<file path="src/rtl/cmp_pipe_if.sv">
// Handshake bundle between the operand source / branch resolver and the cmp_pipe comparator.
// The slave view is the comparator itself; the master view is whoever drives operands and takes results.
interface cmp_pipe_if #(
  parameter int DATA_WIDTH = 32,
  parameter int TAG_WIDTH  = 4
);
  logic                  i_valid;
  logic                  o_ready;
  logic [DATA_WIDTH-1:0] i_elemA;
  logic [DATA_WIDTH-1:0] i_elemB;
  logic [2:0]            i_op;
  logic [TAG_WIDTH-1:0]  i_tag;
  logic                  i_flush;
  logic                  o_valid;
  logic                  i_ready;
  logic                  o_result;
  logic [TAG_WIDTH-1:0]  o_tag;

  modport master (
    output i_valid, i_elemA, i_elemB, i_op, i_tag, i_flush, i_ready,
    input  o_ready, o_valid, o_result, o_tag
  );

  modport slave (
    input  i_valid, i_elemA, i_elemB, i_op, i_tag, i_flush, i_ready,
    output o_ready, o_valid, o_result, o_tag
  );
endinterface

</file>
<file path="src/rtl/cmp_pipe.sv">
// Pipelined branch comparator: latency STAGES cycles, valid/ready both sides, bubbles collapse.
// o_ready falls only when every stage holds a stalled result; CMP_STATS_EN adds delivery counters.
module cmp_pipe #(
  parameter int DATA_WIDTH = 32,
  parameter int TAG_WIDTH  = 4,
  parameter int STAGES     = 2,
  parameter int CNT_WIDTH  = 16
) (
  input  logic                 i_clk,
  input  logic                 i_rst_n,
  cmp_pipe_if.slave            bus
`ifdef CMP_STATS_EN
  ,
  input  logic                 i_stats_clr,
  output logic [CNT_WIDTH-1:0] o_total_cnt,
  output logic [CNT_WIDTH-1:0] o_taken_cnt
`endif
);

  localparam int OP_WIDTH = 3;

  typedef enum logic [OP_WIDTH-1:0] {
    OP_NOP = 3'd0, OP_EQ = 3'd1, OP_NE = 3'd2, OP_LT = 3'd3,
    OP_GE  = 3'd4, OP_LTU = 3'd5, OP_GEU = 3'd6, OP_LE = 3'd7
  } op_t;

  typedef struct packed {
    logic                 result;
    logic [TAG_WIDTH-1:0] tag;
  } ent_t;

  if (DATA_WIDTH < 2 || TAG_WIDTH < 1 || STAGES < 1 || CNT_WIDTH < 1) begin : g_bad_param
    $error("cmp_pipe: illegal parameter value");
  end

  logic              cmp_res;
  logic              lt_s;
  logic              lt_u;
  logic              eq;
  logic              accept;
  logic              full_run;
  logic [STAGES-1:0] vld;
  logic [STAGES-1:0] adv;
  logic [STAGES-1:0] src_vld;
  ent_t              stg     [STAGES];
  ent_t              src_ent [STAGES];

  assign eq   = (bus.i_elemA == bus.i_elemB);
  assign lt_s = ($signed(bus.i_elemA) < $signed(bus.i_elemB));
  assign lt_u = (bus.i_elemA < bus.i_elemB);

  always_comb begin
    cmp_res = 1'b0;
    case (op_t'(bus.i_op))
      OP_NOP:  cmp_res = 1'b0;
      OP_EQ:   cmp_res = eq;
      OP_NE:   cmp_res = ~eq;
      OP_LT:   cmp_res = lt_s;
      OP_GE:   cmp_res = ~lt_s;
      OP_LTU:  cmp_res = lt_u;
      OP_GEU:  cmp_res = ~lt_u;
      OP_LE:   cmp_res = lt_s | eq;
      default: cmp_res = 1'b0;
    endcase
  end

  // A stage is blocked only if it and every stage after it are full while the consumer stalls.
  always_comb begin
    full_run = 1'b1;
    adv      = '0;
    for (int k = STAGES - 1; k >= 0; k--) begin
      full_run = full_run & vld[k];
      adv[k]   = vld[k] & ~(full_run & ~bus.i_ready);
    end
  end

  assign bus.o_ready = i_rst_n & ~bus.i_flush & (~vld[0] | adv[0]);
  assign accept      = bus.i_valid & bus.o_ready;

  always_comb begin
    src_vld    = '0;
    src_vld[0] = accept;
    src_ent[0] = '{result: cmp_res, tag: bus.i_tag};
    for (int k = 1; k < STAGES; k++) begin
      src_vld[k] = adv[k-1];
      src_ent[k] = stg[k-1];
    end
  end

  always_ff @(posedge i_clk or negedge i_rst_n) begin
    if (!i_rst_n) begin
      vld <= '0;
      for (int k = 0; k < STAGES; k++) stg[k] <= '0;
    end else begin
      for (int k = 0; k < STAGES; k++) begin
        if (bus.i_flush)
          vld[k] <= 1'b0;
        else if (!vld[k] || adv[k])
          vld[k] <= src_vld[k];
        if ((!vld[k] || adv[k]) && src_vld[k])
          stg[k] <= src_ent[k];
      end
    end
  end

  assign bus.o_valid  = vld[STAGES-1];
  assign bus.o_result = stg[STAGES-1].result;
  assign bus.o_tag    = stg[STAGES-1].tag;

`ifdef CMP_STATS_EN
  logic deliver;
  assign deliver = bus.o_valid & bus.i_ready;

  // Saturating counters; clear wins over a same-cycle delivery.
  always_ff @(posedge i_clk or negedge i_rst_n) begin
    if (!i_rst_n) begin
      o_total_cnt <= '0;
      o_taken_cnt <= '0;
    end else if (i_stats_clr) begin
      o_total_cnt <= '0;
      o_taken_cnt <= '0;
    end else if (deliver) begin
      if (o_total_cnt != '1)
        o_total_cnt <= o_total_cnt + 1'b1;
      if (bus.o_result && o_taken_cnt != '1)
        o_taken_cnt <= o_taken_cnt + 1'b1;
    end
  end
`endif

endmodule

</file>
<file path="src/flat_wrapper.sv">
// flat-port wrapper written by rule: the top's interface ports become plain ports
module cmp_pipe_flat 
#(
  parameter int DATA_WIDTH = 32,
  parameter int TAG_WIDTH  = 4,
  parameter int STAGES     = 2,
  parameter int CNT_WIDTH  = 16
)
  (i_clk, i_rst_n, bus_i_valid, bus_i_elemA, bus_i_elemB, bus_i_op, bus_i_tag, bus_i_flush, bus_i_ready, bus_o_ready, bus_o_valid, bus_o_result, bus_o_tag);
  cmp_pipe_if #(.DATA_WIDTH(DATA_WIDTH), .TAG_WIDTH(TAG_WIDTH)) bus_i ();
  input  logic i_clk;
  input  logic i_rst_n;
  input wire logic [$bits(bus_i.i_valid)-1:0] bus_i_valid;
  input wire logic [$bits(bus_i.i_elemA)-1:0] bus_i_elemA;
  input wire logic [$bits(bus_i.i_elemB)-1:0] bus_i_elemB;
  input wire logic [$bits(bus_i.i_op)-1:0] bus_i_op;
  input wire logic [$bits(bus_i.i_tag)-1:0] bus_i_tag;
  input wire logic [$bits(bus_i.i_flush)-1:0] bus_i_flush;
  input wire logic [$bits(bus_i.i_ready)-1:0] bus_i_ready;
  output wire logic [$bits(bus_i.o_ready)-1:0] bus_o_ready;
  output wire logic [$bits(bus_i.o_valid)-1:0] bus_o_valid;
  output wire logic [$bits(bus_i.o_result)-1:0] bus_o_result;
  output wire logic [$bits(bus_i.o_tag)-1:0] bus_o_tag;
  assign bus_i.i_valid = bus_i_valid;
  assign bus_i.i_elemA = bus_i_elemA;
  assign bus_i.i_elemB = bus_i_elemB;
  assign bus_i.i_op = bus_i_op;
  assign bus_i.i_tag = bus_i_tag;
  assign bus_i.i_flush = bus_i_flush;
  assign bus_i.i_ready = bus_i_ready;
  assign bus_o_ready = bus_i.o_ready;
  assign bus_o_valid = bus_i.o_valid;
  assign bus_o_result = bus_i.o_result;
  assign bus_o_tag = bus_i.o_tag;
  cmp_pipe #(.DATA_WIDTH(DATA_WIDTH), .TAG_WIDTH(TAG_WIDTH), .STAGES(STAGES), .CNT_WIDTH(CNT_WIDTH)) u_core (.i_clk(i_clk), .i_rst_n(i_rst_n), .bus(bus_i));
endmodule
</file>
<file path="config.mk">
export PLATFORM = sky130hd
export DESIGN_NAME = cmp_pipe_flat
export DESIGN_NICKNAME = d
export VERILOG_FILES = /design/src/rtl/cmp_pipe_if.sv /design/src/rtl/cmp_pipe.sv /design/src/flat_wrapper.sv
export SDC_FILE = /design/constraint.sdc
export NUM_CORES = 1
export LEC_CHECK = 0
export BUFFER_PORTS_ARGS = -buffer_cell sky130_fd_sc_hd__buf_2
export CORE_AREA = 2 2 51 88
export DETAILED_ROUTE_END_ITERATION = 10
export DIE_AREA = 0 0 53 90
export MAX_ROUTING_LAYER = met4
export SETUP_SLACK_MARGIN = 0.02
export SYNTH_ARGS = -nofsm -noshare
export SYNTH_HDL_FRONTEND = slang
export SYNTH_SLANG_ARGS = --single-unit
</file>
<file path="constraint.sdc">
create_clock -name i_clk -period 1.5 [get_ports i_clk]
set_clock_uncertainty 0.05 [all_clocks]
set_input_delay 0.075 -clock i_clk [delete_from_list [all_inputs] [get_ports i_clk]]
set_output_delay 0.075 -clock i_clk [all_outputs]
set_load 0.03 [all_outputs]
</file>
==> metrics.yaml <==
power:
  p_int_uw: 915
  p_leak_uw: 0.00123
  switchingPower_uw: 507
  total_power_uw: 1420
  swShare_pct: 35.6
  p_per_area_nw_per_um2: 607
  seqPwrFrac_pct: 29.6
  ir_drop_mv: 0.707
  power.share.clock_pct: 21.2
  p_comb_share_pct: 49.2
synthesis:
  synthMuxAreaShare_pct: 4.88
  synth_top_family_by_area: "adder cells"
  synth_ff_type: "dfrtp_1"
  synth_fa_ha_area_share_pct: 29.5
  synth_nets: 276
  synth_compound_area_share_pct: 14.3
  synth_most_common_cell: "inv_1"
  syn_area_per_cell_um2: 8.09
  yosys_warnings: 0
  synth_common_cells: "34 x inv_1, 32 x ha_1, 23 x nand2_1, 14 x a21oi_1, 12 x dfrtp_1"
  syn-cell-area_um2: 1360
  yosys.area_share.xor_xnor_pct: 0
  synthSimpleGateAreaFrac_pct: 19.9
  netlist-cell-type-count: 31
  synthTopCellsByArea: "ha_1 29%, dfrtp_1 22%, inv_1 9.4%"
  yosys.area.top_type: "ha_1"
  async_flop_share_pct: 100
  syn_inst: 168
  ys_seq_area_share_pct: 22.1
  ys_seq_elements: 12
  synth_edf_count: 0
  synth_top_area_share_pct: 29.5
layout:
  multi_input_area_um2: 1250
  fillCellCount: 382
  syn2layout_area_growth_pct: 72.5
  finalNonFillerCells: 320
  design_area_um2: 2340
  drive_gt1_share_pct: 53.9
  regArea_um2: 302
  antennaDiodeCount: 0
  nets: 380
clocking:
  cts_tree: "built"
  cts_buffers: 3
  clk_latency_ns: 0.24
  htreeDepth: 1
  cts-root-buf: "clkbuf_8"
  clock_sinks: 12
  clk_pin_slew_ns: 0.05
  cts_buffer_depth: 2
floorplan:
  fp.dieW_um: 53
  initial_utilization_pct: 33.4
  rows: 31
  core_um2: 4070
  io_pins: 83
  die-area_um2: 4770
  die_height_um: 90
worst_setup_path:
  critPathCaptureType: "register"
  crit_fanout: 3
  crit_start: "bus_i_elemB[30]"
  crit_type: "in2reg"
  worstPathRequired_ns: 1.57
  crit_arrival_ns: 1.74
  r2r_start: "u_core.vld[1]$_DFFE_PN0P_"
  critPathLaunchType: "input pin"
sta:
  min_period_ns: 1.67
  finalSetupViolations: 1
  max_freq_mhz: 599
  hold_viol: 0
  hold_slack_ns: 0.0692
  maxSlewHeadroom_pct: 78.0
  post-route-period-util_pct: 111
  fin_ws_ns: -0.169
  rsz0062_at_grt: "yes"
  slew_violations: 0
  tightest_slew_ns: 0.328
detailed_routing:
  vias: 1532
  viasPerCell: 4.79
  wl_per_cell_um: 11.1
  drt_iter0_markers: 12
  ant_nets: 0
  drt-total-wl_um: 3550
  drc: 0
  dr.pass1.iters: 4
global_route:
  grt_overflow: 0
  antenna_found_initial: 0
  grt_max_degree: 13
  track_usage_pct: 15.8
  grt_first_pass_wirelength_um: 5830
  grt_pass1_vias: 1520
outcome:
  status: "finished with violations"
  violations: "setup timing"
hold_path:
  hp-class: "in2reg"
  hold_start: "bus_i_ready"
place:
  gp_congestion: 0.830
  port_buffers: 82
  pre_cts_ws_ns: -0.453
  post-place-cells: 308
  detailedPlacementHpwl_um: 3140
  placed_cell_area_um2: 2110
job:
  cap_violations: 0
layer usage:
| metal | vias up | global-route usage [%] | share of wire, % |
|---|---|---|---|
| met5 | - | - | 0 |
| met4 | 0 | 3.85 | 0.28 |
| met3 | 2 | 1.99 | 6.1 |
| met2 | 48 | 31.4 | 60 |
| met1 | 692 | 14.9 | 34 |
| li1 | 790 | - | - |
stage by stage:
step	setup TNS (ns)	utilization, %
final	-0.169	57.5
after CTS	-0.185	55.9
after global placement	-0.472	51.9
after global routing	-0.290	57.5
after floorplan	-0.168	-
after detailed placement	-0.453	51.9
power by group through the flow:
| stage | clock, uW | sequential [uW] | combinational (uW) |
|---|---|---|---|
| finish | 301 | 421 | 700 |
| global route | 325 | 432 | 778 |
| CTS | 308 | 422 | 685 |
| detailed placement | 0 | 426 | 642 |
| global placement | 0 | 427 | 636 |
| floorplan | 0 | 507 | 308 |
registers in the layout, summed over array words and instances (netlist names):
signal	count
u_core.vld	2
u_core.bus.o_tag	4
u_core.src_ent	5
u_core.bus.o_result	1
cells by family after synthesis:
kind of cell | Yosys count
adders and majority gates | 32
DFF | 12
buffers and inverters | 34
AOI/OAI and AO/OA | 31
muxes | 6
and+or+nand+nor | 53
layout make-up:
cell class	instances	share of cell area, %
Clock buffer	4	1.92
Inverter	34	5.55
Multi-Input combinational cell	122	53.2
Sequential cell	12	12.9
Tap cell	49	2.62
Timing Repair Buffer	99	23.9
path summary, 6_finish.rpt:
kind                            cells past startpoint  slack, ns                              end
max in group asynchronous                           3       0.97        u_core.vld[1]$_DFFE_PN0P_
worst min-delay path                                4       0.07        u_core.vld[1]$_DFFE_PN0P_
worst min register to register                      2       0.42    u_core.src_ent[3]$_DFFE_PN0P_
worst max-delay path                               10      -0.17    u_core.src_ent[4]$_DFFE_PN0P_
min in group asynchronous                           3       0.26  u_core.bus.o_result$_DFFE_PN0P_
worst max register to register                      7       0.07    u_core.src_ent[4]$_DFFE_PN0P_
placed cells by master (no fill, tap or decap), types with 2 or more instances in the layout:
cell type / synthesis / final
a21oi_1: 14 / 8
buf_4: 0 / 11
nand3_1: 2 / 2
inv_2: 0 / 9
a21oi_2: 0 / 6
nand4_1: 7 / 7
nand2_1: 23 / 22
dlygate4sd3_1: 0 / 6
nor2_1: 7 / 7
ha_1: 32 / 18
buf_2: 0 / 81
nand2b_1: 2 / 2
inv_1: 34 / 24
dfrtp_1: 12 / 11
nor2b_1: 3 / 2
ha_4: 0 / 14
clkbuf_8: 0 / 3
mux2_2: 5 / 5
o21ai_1: 2 / 3
worst max-delay path, stage by stage:
cell	delay [ns]
buf_2	0.11
inv_4	0.05
ha_4	0.20
a21oi_2	0.11
nand2_1	0.06
a221o_1	0.34
a211o_1	0.28
a2111oi_2	0.27
nand4b_1	0.15
o211ai_1	0.08
repair_timing:
action / in CTS / in global routing
pin swaps: 5 / 7
cloned: 0 / 0
hold buffers: 6 / 0
setup buffers: 1 / 1
gates resized for setup: 9 / 7
endpoints found under the setup margin: 1 / 1
endpoints found under the hold margin: 17 / 0
Note: power is estimated with default switching activity, not from simulation.
